**config.mk**
```make
export PLATFORM = sky130hd
export DESIGN_NAME = vintc_arbiter
export DESIGN_NICKNAME = d
export VERILOG_FILES = /design/src/rtl/bk_periph_pkg.sv /design/src/rtl/prio_enc8.sv /design/src/rtl/vintc_arbiter.sv
export SDC_FILE = /design/constraint.sdc
export NUM_CORES = 1
export LEC_CHECK = 0
export BUFFER_PORTS_ARGS = -buffer_cell sky130_fd_sc_hd__buf_2
export CELL_PAD_IN_SITES_DETAIL_PLACEMENT = 0
export CELL_PAD_IN_SITES_GLOBAL_PLACEMENT = 1
export CORE_MARGIN = 2
export CORE_UTILIZATION = 30
export DETAILED_ROUTE_END_ITERATION = 8
export GPL_ROUTABILITY_DRIVEN = 1
export GPL_TIMING_DRIVEN = 0
export MAX_ROUTING_LAYER = met4
export PLACE_DENSITY = 0.75
export SLEW_MARGIN = 0
export SYNTH_ARGS = -nofsm -noshare
export SYNTH_HDL_FRONTEND = slang
export SYNTH_SLANG_ARGS = --single-unit
export TNS_END_PERCENT = 50
```
**constraint.sdc**
```tcl
create_clock -name clk -period 2.75 [get_ports clk]
set_input_delay 0.4125 -clock clk [delete_from_list [all_inputs] [get_ports clk]]
set_output_delay 0.4125 -clock clk [all_outputs]
set_load 0.1 [all_outputs]
```
**src/rtl/bk_periph_pkg.sv**
```systemverilog
// Shared definitions for the BK peripheral register blocks: interrupt
// controller register offsets, ack FSM encoding and the vector helper.
package bk_periph_pkg;

    localparam int unsigned REG_AW = 5;

    // Byte offsets within the controller's register window (octal).
    localparam logic [REG_AW-1:0] INTC_ENABLE  = 5'o00;
    localparam logic [REG_AW-1:0] INTC_PENDING = 5'o02;
    localparam logic [REG_AW-1:0] INTC_MODE    = 5'o04;
    localparam logic [REG_AW-1:0] INTC_STATUS  = 5'o06;
    localparam logic [REG_AW-1:0] INTC_VEC0    = 5'o20;

    // Acknowledge FSM encoding.
    localparam logic [0:0] IDLE = 1'b0;
    localparam logic [0:0] ACK  = 1'b1;

    // Default vector of a channel: base + 4*index, 16-bit wrap.
    function automatic logic [15:0] chan_vec(input logic [15:0] base,
                                             input logic [2:0]  idx);
        return base + {11'd0, idx, 2'b00};
    endfunction

endpackage

```
**src/rtl/prio_enc8.sv**
```systemverilog
// Lowest-index-first priority encoder over eight request bits.
//   req     : request vector, bit 0 has the highest priority
//   valid_c : any request present
//   index_c : index of the winning request (0 when none)
module prio_enc8 (
    input  logic [7:0] req,
    output logic       valid_c,
    output logic [2:0] index_c
);

    // Scan downwards so the lowest set index is the last one written.
    always_comb begin
        valid_c = |req;
        index_c = 3'd0;
        for (int i = 7; i >= 0; i--) begin
            if (req[i]) index_c = 3'(i);
        end
    end

endmodule

```
**src/rtl/vintc_arbiter.sv**
```systemverilog
// Vectored interrupt controller for the BK core: collects NCHAN sources,
// drives VIRQ, resolves fixed priority and supplies the vector during IAKO.
// Optional feature macro: INTC_VECTOR_REGS_EN (per-channel R/W vector regs).
// Ports:
//   clk, reset_n   : core clock, asynchronous active-low reset
//   ce             : clock enable, all state advances only when high
//   irq_i          : per-channel requests, active-high
//   iako_i         : CPU interrupt acknowledge
//   regwr, regrd   : register write / read strobes
//   addr, data_i   : register word offset (addr[0] ignored) and write data
//   data_o         : register read data, combinational from addr
//   virq_o         : registered interrupt request to the CPU
//   vector_o       : vector of the acknowledged channel
//   ack_chan_o     : index of the acknowledged channel
module vintc_arbiter #(
    parameter int unsigned NCHAN        = 4,
    parameter logic [15:0] VEC_BASE     = 16'o000300,
    parameter logic [15:0] SPUR_VEC     = 16'o000000,
    parameter logic [7:0]  EDGE_DEFAULT = 8'hFF
) (
    input  logic             clk,
    input  logic             reset_n,
    input  logic             ce,
    input  logic [NCHAN-1:0] irq_i,
    input  logic             iako_i,
    input  logic             regwr,
    input  logic             regrd,
    input  logic [4:0]       addr,
    input  logic [15:0]      data_i,
    output logic [15:0]      data_o,
    output logic             virq_o,
    output logic [15:0]      vector_o,
    output logic [2:0]       ack_chan_o
);
    import bk_periph_pkg::*;

    logic [NCHAN-1:0] enable_q, pending_q, mode_q, sample_q;
    logic [NCHAN-1:0] pending_n, pend_clr, pend_en;
    logic [0:0]       state_q, state_n;
    logic             ack_valid_q, ack_take, ack_done;
    logic             win_valid;
    logic [2:0]       win_idx;
    logic [15:0]      win_vec;
    logic [4:0]       reg_off;

    assign reg_off = {addr[4:1], 1'b0};
    assign pend_en = pending_q & enable_q;

    // Strobe and bits intentionally not decoded.
    logic unused_sink;
    assign unused_sink = &{1'b0, regrd, addr[0], data_i};

    // One encoder serves both STATUS and the ack latch.
    prio_enc8 u_prio (
        .req     (8'(pend_en)),
        .valid_c (win_valid),
        .index_c (win_idx)
    );

`ifdef INTC_VECTOR_REGS_EN
    logic [15:0] vec_q [NCHAN];

    // Programmable vectors, low two bits forced to word alignment.
    always_ff @(posedge clk or negedge reset_n) begin
        if (!reset_n) begin
            for (int i = 0; i < int'(NCHAN); i++) vec_q[i] <= chan_vec(VEC_BASE, 3'(i));
        end else if (ce) begin
            for (int i = 0; i < int'(NCHAN); i++) begin
                if (regwr && reg_off == INTC_VEC0 + 5'(2 * i)) vec_q[i] <= {data_i[15:2], 2'b00};
            end
        end
    end

    // Vector of the current winner.
    always_comb begin
        win_vec = vec_q[0];
        for (int i = 0; i < int'(NCHAN); i++) begin
            if (3'(i) == win_idx) win_vec = vec_q[i];
        end
    end
`else
    assign win_vec = chan_vec(VEC_BASE, win_idx);
`endif

    // Ack FSM next-state: latch on IAKO rise, release and clear on IAKO fall.
    always_comb begin
        state_n  = state_q;
        ack_take = 1'b0;
        ack_done = 1'b0;
        if (ce) begin
            case (state_q)
                IDLE: if (iako_i) begin
                    state_n  = ACK;
                    ack_take = 1'b1;
                end
                ACK: if (!iako_i) begin
                    state_n  = IDLE;
                    ack_done = 1'b1;
                end
                default: state_n = IDLE;
            endcase
        end
    end

    // Pending next value: edge channels set on rising sample (set beats any
    // clear), level channels simply track the input.
    always_comb begin
        pend_clr = '0;
        if (regwr && reg_off == INTC_PENDING) pend_clr = data_i[NCHAN-1:0];
        for (int i = 0; i < int'(NCHAN); i++) begin
            if (ack_done && ack_valid_q && 3'(i) == ack_chan_o) pend_clr[i] = 1'b1;
        end
        for (int i = 0; i < int'(NCHAN); i++) begin
            pending_n[i] = mode_q[i] ? ((~sample_q[i] & irq_i[i]) | (pending_q[i] & ~pend_clr[i]))
                                     : irq_i[i];
        end
    end

    // State, registers and registered outputs.
    always_ff @(posedge clk or negedge reset_n) begin
        if (!reset_n) begin
            state_q     <= IDLE;
            enable_q    <= '0;
            pending_q   <= '0;
            mode_q      <= EDGE_DEFAULT[NCHAN-1:0];
            sample_q    <= '0;
            ack_valid_q <= 1'b0;
            virq_o      <= 1'b0;
            vector_o    <= SPUR_VEC;
            ack_chan_o  <= 3'd0;
        end else if (ce) begin
            state_q   <= state_n;
            sample_q  <= irq_i;
            pending_q <= pending_n;
            virq_o    <= |pend_en;
            if (regwr && reg_off == INTC_ENABLE) enable_q <= data_i[NCHAN-1:0];
            if (regwr && reg_off == INTC_MODE)   mode_q   <= data_i[NCHAN-1:0];
            if (ack_take) begin
                ack_valid_q <= win_valid;
                ack_chan_o  <= win_valid ? win_idx : 3'd0;
                vector_o    <= win_valid ? win_vec : SPUR_VEC;
            end
        end
    end

    // Register read mux; anything unmapped reads all ones.
    always_comb begin
        data_o = 16'o177777;
        case (reg_off)
            INTC_ENABLE:  data_o = 16'(enable_q);
            INTC_PENDING: data_o = 16'(pending_q);
            INTC_MODE:    data_o = 16'(mode_q);
            INTC_STATUS:  data_o = {win_valid, 12'd0, win_idx};
            default: ;
        endcase
`ifdef INTC_VECTOR_REGS_EN
        for (int i = 0; i < int'(NCHAN); i++) begin
            if (reg_off == INTC_VEC0 + 5'(2 * i)) data_o = vec_q[i];
        end
`endif
    end

endmodule

```
; After elaboration in Yosys (flattened, before gate mapping)
; Cells that the tools add are included.
[word_totals]
inputBits = 31
elab_cells = 73
output_inout_bits = 36
regBits = 38
[classes]
n_reduce_logical = 14
n_eq_ne = 6
n_bitwise = 21
addsub = 1
mux = 22
[op_table]
columns = op, count
row1 = 16-bit case mux with 4 select lines, 1
row2 = 1-bit 2-to-1 mux, 14
row3 = 8-bit by 5-bit adder with 9-bit output (first input constant), 1
row4 = 9-bit 2-to-1 mux, 1
row5 = 1-bit AND, 8
row6 = 4-bit by 2-bit equality test with 1-bit output (second input constant), 2
row7 = 1-bit logical AND, 8
row8 = 2-bit 2-to-1 mux, 4
row9 = 1-bit NOT, 8
row10 = 2-bit by 3-bit equality test with 1-bit output (first input constant), 2
row11 = 2-bit AND reduction, 3
row12 = 5-bit zero test, 1
row13 = 4-bit AND, 1
row14 = 4-bit by 1-bit equality test with 1-bit output (second input constant), 1
row15 = 4-bit 2-to-1 mux, 1
row16 = 1-bit bitwise OR, 4
row17 = 4-bit OR reduction, 1
row18 = 1-bit by 3-bit equality test with 1-bit output (first input constant), 1
row19 = 3-bit zero test, 1
row20 = 3-bit 2-to-1 mux, 1

; Depth between registers and ports, before layout
; Gate-level depths: netlist of the first run.
[depth]
depth_word = 10
mapped_depth = 4
depth_no_buf = 4

; Hierarchy
; From an unflattened synthesis of the first run, not the netlist that was laid out.
[hier_totals]
cells_unflattened = 143
hier_area_um2 = 1448.9
[modules_own_cells]
columns = mod, seq_area_each_um2, area_each_um2, cells_per_inst, instances
row1 = vintc_arbiter, 555.5, 1367.6, 130, 1
row2 = prio_enc8, 0.0, 81.3, 13, 1

; Worst setup path before layout of the first run
; No wires, ideal clock.
[synth_timing]
kind = input to output
startpoint = in addr[4]
endpoint = out data_o[0]
arrival_ns = 3.060
t_required_ns = 2.338
path_buffers = 0
path_stages = 3
slack_ns = -0.723
path_cell_list = nor2_2 -> nand3_1 -> o31ai_1
[synth_via]
elab_chain_len = 2
word_cells_on_any_way = 5
cone_classes = 3 x eq/ne / 1 x mux / 1 x reduce/logical
[synth_rtl]
columns = element, line_no
row1 = from (decl), vintc_arbiter.sv:28  ; input logic [4:0] addr,
row2 = 4-bit by 2-bit equality test with 1-bit output (tied with other cells), vintc_arbiter.sv:149  ; case (reg_off)
row3 = 16-bit case mux with 4 select lines (*), vintc_arbiter.sv:149
row4 = to (decl), vintc_arbiter.sv:30  ; output logic [15:0] data_o,
; Mark *: on every way between the ends. The rest lies on a longest branch, timed or not.

; Final worst setup path of the first run
; Ends and elaborated chain as after synthesis.

==> impl.org, run 1 <==
** Outcome
- The run finished with clean final reports.

** CTS
- In this run, post-CTS repair resized a total of 0 instances.
- Clock Pin Slew Worst Setup and Hold Paths :: around 0.08 ns
- The number of hold buffers added after CTS was 0.
- Number of buffers inserted to repair setup after CTS :: 0
- Sink count of the clock tree :: 21
- CTS tree :: done
- Maximum buffer depth of the clock tree :: 2
- Root Buffer :: sky130_fd_sc_hd__clkbuf_8
- In this run the number of H-tree levels came out at 1.
- Clock network latency to the later pin of the worst-skew pair :: 0.26 ns
- Clock tree synthesis inserted a total of 3 buffers.

** Timing
- Total count of hold-check failures in the final report :: 0
- Time the worst path needs with I/O delays and setup :: 2.133 ns
- Worst Skew :: just under 0.002 ns
- Setup violations remaining at the end of the flow were counted as 0.
- After layout, the worst setup slack is between 0.6 and 0.7 ns.
- After layout, the worst path uses between 70 and 80% of the clock period.
- Setup repair after global routing missed its margin :: no
- Summed over all failing endpoints, the final setup total negative slack is 0 ns.
- Fmax :: approximately 470 MHz
- The max-slew violation count came to 0.

** Finish
- Summing all non-filler instances in the final layout gives an area of ~1700 um2.
- The library cells used most frequently in the layout, excluding fill and tap cells, are 37 x sky130_fd_sc_hd__buf_2, 29 x sky130_fd_sc_hd__buf_4, 17 x sky130_fd_sc_hd__dfrtp_1, 14 x sky130_fd_sc_hd__nand2_1, 14 x sky130_fd_sc_hd__mux2_2.
- Most common library cell in the layout ignoring fill and taps :: sky130_fd_sc_hd__buf_2
- Syn-to-layout area delta :: 25.98%
- Across the whole layout, storage elements account for around 530 um2.
- The number of antenna diodes in the final layout is 0.
- Counting the fill cells in the layout gives about 480.
- Ratio of cells with drive above 1 in the final layout :: roughly half
- Post-layout nets :: 219
- Final core utilization :: about two fifths
- Area of the multi-input gates :: between 600 and 700 um2

** Detailed routing
- Via count normalized by instance count :: around 4.5
- Drt total wl :: approximately 2900 um
- In the final routed layout, each cell accounts on average for around 12 um.
- Violation count after the first detailed-routing iteration :: between 50 and 60
- Routed via count :: approximately 1100
- The count of nets left with antenna violations once routing finished came out at 0.
- Before antenna repair, the detailed router went through 4 iterations.
- For this run, design rule violations remaining after detail routing come to 0.

** Global routing
- Remaining global-route overflow :: 0
- The first global-routing pass estimated a little under 5000 um of wire.
- Entering global routing, the biggest net connects 22 pins.
- Total routing resource utilization after global routing :: 12.31%
- The initial antenna violation count came to 0.
- Via count of the first global-routing pass :: 1016

** Worst setup path
- Kind of end point of the critical path :: primary output
- For the worst setup path, the data required time is roughly 2.3 ns.
- CP arrival :: ~1.7 ns
- Largest fanout on the critical path :: 5
- The cell that appears most often on the critical path is sky130_fd_sc_hd__buf_2.
- STA classifies the critical path startpoint as an input pin.
- Crit-path max cell delay :: about 0.47 ns
- Critical path start-end classification :: input pin to primary output
- Walking the worst path, the cells encountered are buf_2 > nor2_2 > nand3_1 > o31ai_2 > buf_2.
- Cell type of the slowest stage on the worst timing path :: sky130_fd_sc_hd__buf_2

** Die
- # IOs :: 67
- In this run the horizontal extent of the chip is slightly above 70 um.
- Std-Cell Core Area :: around 4300 um2
- The floorplan step defined a die boundary enclosing ~5000 um2.
- The initial utilization of the core area, before any placement, comes to 30.84%.
- From bottom edge to top edge, the die measures between 70 and 80 um.
- Row generation in the floorplan step produced 24 rows.

** Logic synthesis
- Yosys warning total :: 0
- A synthesized cell averages approximately 10 um2.
- Xor and xnor area share after synthesis :: 0%
- Synthesized-area fraction occupied by and/or/nand/nor cells :: approximately 14%
- Largest family of logic cells by synthesized area :: buffers and inverters
- Area fraction in compound gates after synthesis :: about an eighth
- Of the synthesized area, sequential elements account for between 30% and 40%.
- Cell variety after synth :: 32
- After Yosys synthesis, full adders, half adders and majority gates account for 0% of the synthesized area.
- Synth Instances :: approximately 130
- Summing every instance area after synthesis gives between 1000 and 1500 um2.
- The portion of synthesized area spent on multiplexers is approximately 14%.
- Synthesized flop and latch total :: 21

** Placed design
- OpenSTA, run right after detailed placement, puts the worst setup slack at 0.6111 ns.
- The congestion estimate from routability-driven global placement came to roughly 0.76.
- Detailed placement ended at an HPWL of 2286 um.
- In this run the tool buffered the top-level ports with 37 buffer cells.
- Summing all placed instances gives a cell area of 1634 um2.

** Hold path
- The tightest min-delay check is of the input pin to async pin type.

** Pwr
- VDD sags by at most 279.3 uV.
- In this run the power density over the cells is just under 800 nW/um2.
- Lkg Pwr :: around 0.8 nW

** Job
- Number of max-capacitance violations reported :: 0
## cells in the mapped netlist
cell	instances	area, um2
sky130_fd_sc_hd__a32oi_1	1	8.760
sky130_fd_sc_hd__o221ai_1	5	43.79
sky130_fd_sc_hd__nor2_2	1	6.260
sky130_fd_sc_hd__and2_1	1	6.260
sky130_fd_sc_hd__nor3_1	2	10.01
sky130_fd_sc_hd__nand2_1	14	52.55
sky130_fd_sc_hd__buf_4	29	217.7
sky130_fd_sc_hd__nor2b_1	1	6.260
sky130_fd_sc_hd__inv_1	6	22.52
sky130_fd_sc_hd__nor2_1	3	11.26
sky130_fd_sc_hd__nand3b_1	1	7.510
sky130_fd_sc_hd__nand3_1	5	25.02
sky130_fd_sc_hd__a22o_1	1	8.760
sky130_fd_sc_hd__a21oi_1	4	20.02
sky130_fd_sc_hd__nand4b_1	1	8.760
sky130_fd_sc_hd__inv_2	1	3.750
sky130_fd_sc_hd__mux2_2	14	157.7
sky130_fd_sc_hd__a22oi_1	1	7.510
sky130_fd_sc_hd__o311ai_0	4	35.03
sky130_fd_sc_hd__dfrtp_1	17	425.4
sky130_fd_sc_hd__nor3b_1	1	7.510
sky130_fd_sc_hd__nand4_4	1	21.27
sky130_fd_sc_hd__conb_1	1	3.750
sky130_fd_sc_hd__mux2i_1	3	30.03
sky130_fd_sc_hd__a221oi_1	1	8.760
sky130_fd_sc_hd__nand2b_2	1	8.760
sky130_fd_sc_hd__dfstp_2	4	105.1
sky130_fd_sc_hd__clkbuf_1	1	3.750
sky130_fd_sc_hd__o21ai_0	5	25.02
sky130_fd_sc_hd__nand4_1	1	6.260
sky130_fd_sc_hd__o31ai_1	2	15.01
sky130_fd_sc_hd__nor2b_4	1	13.76
## metal layers
layer,GRT usage [%],up-vias,wire (um)
met2,18.97,29,1309
met1,16.81,490,1456
met4,3.774,0,29
li1,-,546,-
met5,-,-,0
met3,1.852,3,127
## kinds of logic (layout without fill, tap and decap cells)
family	count (synthesis)	count (layout)
compound gates	24	24
other cells	1	13
mux	17	17
simple gates	34	34
flops	21	21
buf+inv	37	78
## final cells by class
| type | instances | area share (%) |
|---|---|---|
| timing repair buffer | 37 | 11.02 |
| tap | 52 | 3.872 |
| clock buffer | 3 | 2.457 |
| multi-input combinational | 88 | 36.04 |
| clock inverter | 1 | 0.2978 |
| buffer | 30 | 13.18 |
| sequential | 21 | 31.57 |
| inverter | 7 | 1.564 |
## report_power, final
part / internal [mW] / switching [mW]
logic: 0.151 / 0.507
clock network: 0.101 / 0.104
registers: 0.377 / 0.0697
total: 0.630 / 0.680
## critical path: cells and delay by family
kind / cells / cell delay [ns]
buffers and inverters: 2 / 0.57
AND/OR/NAND/NOR: 2 / 0.45
AO/OA/AOI/OAI: 1 / 0.28
## path summary, 6_finish.rpt
check | startpoint | end | slack, ns | cells past startpoint
worst max-delay path | addr[4] | data_o[0] | 0.62 | 5
worst min-delay path | reset_n | sample_q[1] | 0.1 | 1
worst max register to register | vector_o[6] | pending_q[2] | 1.53 | 3
worst min register to register | sample_q[3] | sample_q[3] | 0.51 | 1
max in group asynchronous | reset_n | mode_q[0] | 2.30 | 1
min in group clk | irq_i[3] | sample_q[3] | 0.39 | 2
## metrics by stage
step	hold WS (ns)	instances	power, mW
6_report	0.09753	239	1.310
5_1_grt	0.1302	239	1.377
4_1_cts	0.1060	239	1.325
3_5_place_dp	0.4002	235	1.115
3_3_place_gp	0.3973	235	1.110
2_1_floorplan	0.1169	146	1.015
## state kept, by name, summed over array words and instances, names as in the netlist
name        count
vector_o        2
mode_q          4
state_q         1
enable_q        4
sample_q        4
ack_chan_o      1
pending_q       4
virq_o          1
(Power assumes the default switching activity.)
==> run 2, diff against run 1 <==
==> constraint.sdc (replaced) <==
create_clock -name clk -period 2 [get_ports clk]
set_input_delay 0.3 -clock clk [delete_from_list [all_inputs] [get_ports clk]]
set_output_delay 0.3 -clock clk [all_outputs]
set_load 0.1 [all_outputs]
==> impl.org, run 2 (same netlist as run 1, synthesis figures left out) <==
** CTS
- Sink count of the clock tree :: 21
- CTS buffer count :: 3
- Clock latency on the worst-skew pair, taken at its later pin, is around 0.26 ns.
- H-tree levels :: 1
- The longest clock path from root to sink contains 2 buffers.
- The cell sitting at the root of the clock tree is a sky130_fd_sc_hd__clkbuf_8.
- After clock tree synthesis, the clock-pin slew on the worst setup and hold paths is about 0.070 ns.
- CTS tree :: done
- Number of buffers inserted to repair setup after CTS :: 0

** Worst setup path
- The worst register-to-register path begins at vector_o[6].
- Element type at the critical path start :: register
- The critical path is of the register to primary output type.
- STA classifies the critical path endpoint as a primary output.
- Depth of the most critical reg-to-reg path :: 3
- In this run the register-to-register setup slack is a little under 0.8 ns.
- Reg-to-Reg End :: pending_q[2]
- Largest fanout on the critical path :: 5
- For the worst setup path, the data required time is 1.70 ns.
- CP arrival :: 1.58 ns

** Detailed routing
- The routed design has around 2900 um of wire.
- Per-cell routed wire length :: 11.94 um
- Pre-Repair DR Iteration Count :: 4
- In this run, the number of DRC markers left after iteration 0 of detailed routing was 28.
- Once detail routing completed, the nets flagged for antenna violations numbered 0.
- Number of remaining DRC errors :: 0
- Via count normalized by instance count :: around 4.5
- Summing over every cut layer, the via total after detailed routing is between 1000 and 1500.

** Timing
- Setup repair after global routing missed its margin :: yes
- Time the worst path needs with I/O delays and setup :: about 1.9 ns
- Across the routed clock network, the largest skew measured is between 0.002 and 0.003 ns.
- Final worst-path cycle share :: ~94%
- Setup tns final :: 0 ns
- The max-slew violation count is 0.
- Hold_ws :: 0.2820 ns
- Setup violations remaining at the end of the flow were counted as 0.
- After layout, the worst setup slack is around 0.12 ns.
- Fmax :: 532.6 MHz
- Total count of hold-check failures in the final report :: 0

** Job
- Max-cap violations in this run came to 0.

** Die
- Horizontal die dimension :: 70.68 um
- Die Height :: between 70 and 80 um
- Std-Cell Core Area :: approximately 4300 um2
- # IOs :: 67
- The die covers 4995 um2.
- Initial Utilization :: between 30 and 40%
- After floorplanning, the core was divided into 24 placement rows.

** Pwr
- Dividing total power by cell area gives a power density of ~1100 nW/um2.
- VDD sags by at most about 370 uV.
- In this run the static leakage power is approximately 0.82 nW.

** Global routing
- The number of global-route vias before repair was a little over 1000.
- Total routing resource utilization after global routing :: between 10% and 20%
- Remaining global-route overflow :: 0
- Global-route wire length before repair :: 4823 um
- Maximum number of pins on one net before global-route repair :: 22
- The initial antenna violation count was 0.

** Placed design
- Detailed placement ended at an HPWL of around 2300 um.
- Routability cong. :: roughly 0.74
- Before CTS, the worst setup slack after placement is ~0.063 ns.
- In this run the tool buffered the top-level ports with 37 buffer cells.

** Finish
- The library cell used most frequently in the layout, excluding fill and tap cells, is sky130_fd_sc_hd__buf_2.
- Syn-to-layout area delta :: 28.24%
- The repair_antennas step left the layout with diodes totalling 0.
- The post-route netlist has roughly half of its cells at a drive strength greater than 1.
- The net count of the finished layout is 220.
- Top library cells by usage in the layout, fill and taps aside :: 35 x sky130_fd_sc_hd__buf_2, 30 x sky130_fd_sc_hd__buf_4, 17 x sky130_fd_sc_hd__dfrtp_1, 14 x sky130_fd_sc_hd__nand2_1, 14 x sky130_fd_sc_hd__mux2_2

** Outcome
- The flow ran to the end, and the final reports show no timing, DRC or antenna violations.

** Hold path
- Min-Delay Endpoint :: sample_q[0]
- In this run the worst hold path is classified as input pin to register.
- The worst hold path was traced through 2 stages.
- Min-Delay Startpoint :: irq_i[0]
[run 2: power by group]
part	total, mW	switching, mW	internal, mW
sequential	0.612	0.0926	0.519
clock	0.280	0.141	0.139
combinational	0.918	0.703	0.215
[run 2: critical path, stage by stage, from the launching register on]
cell	delay (ns)
sky130_fd_sc_hd__dfrtp_1	0.42
sky130_fd_sc_hd__a22oi_1	0.22
sky130_fd_sc_hd__nand2_1	0.11
sky130_fd_sc_hd__o221ai_2	0.19
sky130_fd_sc_hd__clkbuf_4	0.36
[run 2: layer usage]
| layer | global-route usage, % | share of wire (%) | routed length [um] |
|---|---|---|---|
| met3 | 3.134 | 5.2 | 148 |
| met2 | 19.50 | 48 | 1375 |
| met5 | - | 0 | 0 |
| met4 | 2.096 | 0.66 | 19 |
| met1 | 16.16 | 46 | 1322 |
[run 2: layout make-up]
cell class	instances	area, um2
Buffer	30	221.5
Timing Repair Buffer	38	200.2
Clock buffer	3	41.29
Fill cell	457	2614
Sequential cell	21	530.5
Tap cell	52	65.06
Clock inverter	1	5.005
Inverter	7	26.28
Multi-Input combinational cell	88	620.6
[run 2: repair_timing]
item	4_1_cts	5_1_grt
endpoints found under the hold margin	3	0
setup endpoints to repair	0	3
hold buffers	1	0
gates resized for setup	0	5
[run 2: how the worst max path moves through the flow]
stage	depth (start not counted)	from	endpoint	slack (ns)
after floorplan	3	addr[4]	data_o[0]	-0.44
after global placement	5	addr[4]	data_o[0]	0.04
after detailed placement	5	addr[4]	data_o[0]	0.06
after CTS	4	pending_q[0]	data_o[0]	0.01
after global routing	4	pending_q[0]	data_o[1]	-0.004
final	4	pending_q[0]	data_o[1]	0.12
[run 2: per-stage QoR]
step | instance area, um2 | power (mW) | utilization, % | std cells
after floorplan | 1390 | 1.399 | - | 146
after global placement | 1640 | 1.531 | 37.93 | 235
after detailed placement | 1640 | 1.534 | 37.93 | 235
after CTS | 1697 | 1.821 | 39.24 | 240
after global routing | 1710 | 1.900 | 39.55 | 240
final | 1710 | 1.810 | 39.55 | 240
==> run 3, diff against run 2 <==
--- a/config.mk
+++ b/config.mk
@@ -15,6 +15,7 @@
 export GPL_TIMING_DRIVEN = 0
 export MAX_ROUTING_LAYER = met4
 export PLACE_DENSITY = 0.75
+export SETUP_SLACK_MARGIN = 0.15
 export SLEW_MARGIN = 0
 export SYNTH_ARGS = -nofsm -noshare
 export SYNTH_HDL_FRONTEND = slang
==> impl.org, run 3 (same netlist as run 1, synthesis figures left out) <==
** Outcome
- The flow ran to the end, but the final reports show violations.
- Violated checks :: hold timing

** Timing
- Post-route worst setup slack :: 0.1612 ns
- Setup repair after global routing missed its margin :: yes
- The total count of hold-check failures in the final report came to 17.
- Derived from the worst setup path, the maximum achievable clock frequency is 543.8 MHz.
- Worst Skew :: between 0.0015 and 0.002 ns
- Number of pins exceeding their max-slew limit in the final report :: 0
- Hold_ws :: -0.01283 ns
- Time the worst path needs with I/O delays and setup :: roughly 1.8 ns
- Final worst-path cycle share :: approximately 92%
- Setup violations remaining at the end of the flow were counted as 0.

** Finish
- Antenna Cells :: 0
- Syn-to-layout area delta :: 32.18%
- In the final layout, the share of cells above drive strength 1 is 53.19%.
- After routing the design area is around 1800 um2.
- Post-layout nets :: 220
- In the layout the commonest cells are 34 x sky130_fd_sc_hd__buf_2, 32 x sky130_fd_sc_hd__buf_4, 17 x sky130_fd_sc_hd__dfrtp_1, 14 x sky130_fd_sc_hd__nand2_1, 14 x sky130_fd_sc_hd__mux2_2.
- Number of inserted filler cells in the final layout :: 454
- Most common library cell in the layout ignoring fill and taps :: sky130_fd_sc_hd__buf_2

** Pwr
- VDD sags by at most about 440 uV.
- Lkg Pwr :: about 0.83 nW
- Power per standard cell area :: approximately 1000 nW/um2
- Total Power Consumption :: 1.846 mW

** Worst setup path
- The worst setup path is launched from a register.
- The endpoint identified for the worst register-to-register timing path is pending_q[2].
- Data required time of the worst path :: 1.70 ns
- Largest fanout on the critical path :: 4
- The setup path with the least slack is of type register to primary output.
- Depth of the most critical reg-to-reg path :: 3
- Kind of end point of the critical path :: primary output
- CP arrival :: between 1.5 and 2 ns
- FF-to-FF Start :: vector_o[6]
- The setup check on the worst reg-to-reg path leaves a slack of between 0.7 and 0.8 ns.

** Detailed routing
- After detailed routing, the total wire length is approximately 3000 um.
- Violation count after the first detailed-routing iteration :: 31
- Routed via count :: around 1100
- For this run, design rule violations remaining after detail routing come to 0.
- Per-cell routed wire length :: roughly 13 um
- Antenna Violating Nets Remaining :: 0
- The pre-antenna-repair detailed-routing pass consisted of 4 iterations.
- In the routed layout, each cell is associated on average with a via count of 4.654.

** Die
- Std-Cell Core Area :: 4324 um2
- 67 I/O pins were placed.
- Horizontal die dimension :: between 70 and 80 um
- Die Height :: a little over 70 um
- The floorplan step defined a die boundary enclosing between 4000 and 5000 um2.
- Initial Utilization :: between 30% and 40%
- In this run the core area contains 24 standard-cell rows.

** CTS
- H-tree levels :: 1
- Clock-pin slew was measured on the worst setup and hold paths at 0.08 ns.
- Buffers inserted to repair hold after CTS numbered 0.
- Sink count of the clock tree :: 21
- CTS tree :: done
- For the worst-skew pair, the clock arrives at the later sink with an insertion delay of 0.26 ns.
- The number of clock buffers added by TritonCTS is 3.
- Maximum buffer depth of the clock tree :: 2
- The root buffer cell chosen for the clock tree is sky130_fd_sc_hd__clkbuf_8.

** Global routing
- Global-route wire length before repair :: ~5000 um
- The initial antenna violation count was 0.
- Summed over all layers, the global routing overflow is 0.
- Maximum number of pins on one net before global-route repair :: 22
- Via count of the first global-routing pass :: 1043
- In the global route stage, overall resource usage came out at approximately an eighth.

** Placed design
- Summing all placed instances gives a cell area of 1664 um2.
- Input and output buffers added on the ports amount to 37.
- Routability-driven placement finished with a final weighted congestion of about 0.8.
- Timing analysis after detailed placement gives a worst setup slack of -0.1054 ns.
- Placed wire-length estimate :: 2340 um

** Hold path
- Path class of the lowest-slack min-delay path :: input pin to async pin

** Job
- The tool flagged a number of max-cap violations equal to 0.
run 3: cell types whose count changed in the layout (fill, tap and decap cells not counted):
| cell | before | now |
|---|---|---|
| sky130_fd_sc_hd__buf_4 | 30 | 32 |
| sky130_fd_sc_hd__o21ai_1 | 3 | 1 |
| sky130_fd_sc_hd__a221oi_2 | 1 | 0 |
| sky130_fd_sc_hd__a221oi_4 | 0 | 1 |
| sky130_fd_sc_hd__buf_12 | 0 | 1 |
| sky130_fd_sc_hd__buf_2 | 35 | 34 |
| sky130_fd_sc_hd__clkbuf_4 | 1 | 0 |
| sky130_fd_sc_hd__dlygate4sd3_1 | 1 | 0 |
| sky130_fd_sc_hd__nor2_2 | 1 | 0 |
| sky130_fd_sc_hd__nor2_4 | 0 | 1 |
| sky130_fd_sc_hd__o21ai_2 | 0 | 1 |
| sky130_fd_sc_hd__o21ai_4 | 0 | 1 |
| sky130_fd_sc_hd__o31ai_2 | 1 | 0 |
| sky130_fd_sc_hd__o31ai_4 | 0 | 1 |
run 3: repair_timing:
action / CTS / global route
setup endpoints to repair: 3 / 3
buffers inserted: 0 / 1
gates resized for setup: 10 / 0
cloned: 0 / 0
run 3: layer usage:
metal	track usage [%]	vias up	part of all wire (%)
li1	-	551	-
met1	17.45	532	47
met2	20.65	29	47
met3	1.709	5	4.0
met4	4.403	0	1.5
met5	-	-	0
run 3: through the flow:
| stage | hold WS (ns) | utilization (%) | setup TNS, ns | std cells |
|---|---|---|---|---|
| final | -0.01283 | 40.77 | 0 | 240 |
| after global placement | 0.2891 | 38.48 | -0.1596 | 235 |
| after detailed placement | 0.2917 | 38.48 | -0.1798 | 235 |
| after global routing | 0.01999 | 40.77 | 0 | 240 |
| after CTS | 0.004968 | 40.60 | 0 | 239 |
| after floorplan | 0.004409 | - | -0.4192 | 146 |
run 3: worst max path at each step:
stage / slack [ns] / cells after the start / startpoint / endpoint
2_1_floorplan: -0.23 / 3 / addr[1] / data_o[2]
3_3_place_gp: -0.1 / 5 / addr[4] / data_o[0]
3_5_place_dp: -0.11 / 5 / addr[4] / data_o[0]
4_1_cts: 0.13 / 4 / pending_q[0] / data_o[0]
5_1_grt: 0.08 / 4 / pending_q[0] / data_o[0]
6_report: 0.16 / 4 / enable_q[0] / data_o[0]
run 3: worst max-delay path, cell delays in order, from the launching register on:
cell and delay, ns:
sky130_fd_sc_hd__dfrtp_1 0.42, sky130_fd_sc_hd__mux2_2 0.30, sky130_fd_sc_hd__a221oi_4 0.26, sky130_fd_sc_hd__o31ai_4 0.12
sky130_fd_sc_hd__buf_12 0.18
run 3: layout make-up:
class | instances | area [um2] | area share (%)
Multi-Input combinational cell | 88 | 660.6 | 37.47
Sequential cell | 21 | 530.5 | 30.09
Buffer | 30 | 221.5 | 12.56
Timing Repair Buffer | 38 | 212.7 | 12.07
Tap cell | 52 | 65.06 | 3.691
Clock buffer | 3 | 41.29 | 2.342
Inverter | 7 | 26.28 | 1.490
Clock inverter | 1 | 5.005 | 0.2839
run 3: where the power goes:
part | switching (mW) | leakage, nW | total, mW | internal (mW)
Sequential | 0.0967 | 0.249 | 0.616 | 0.519
Combinational | 0.722 | 0.559 | 0.948 | 0.227
Clock | 0.143 | 0.0255 | 0.282 | 0.139
Total | 0.961 | 0.833 | 1.85 | 0.885
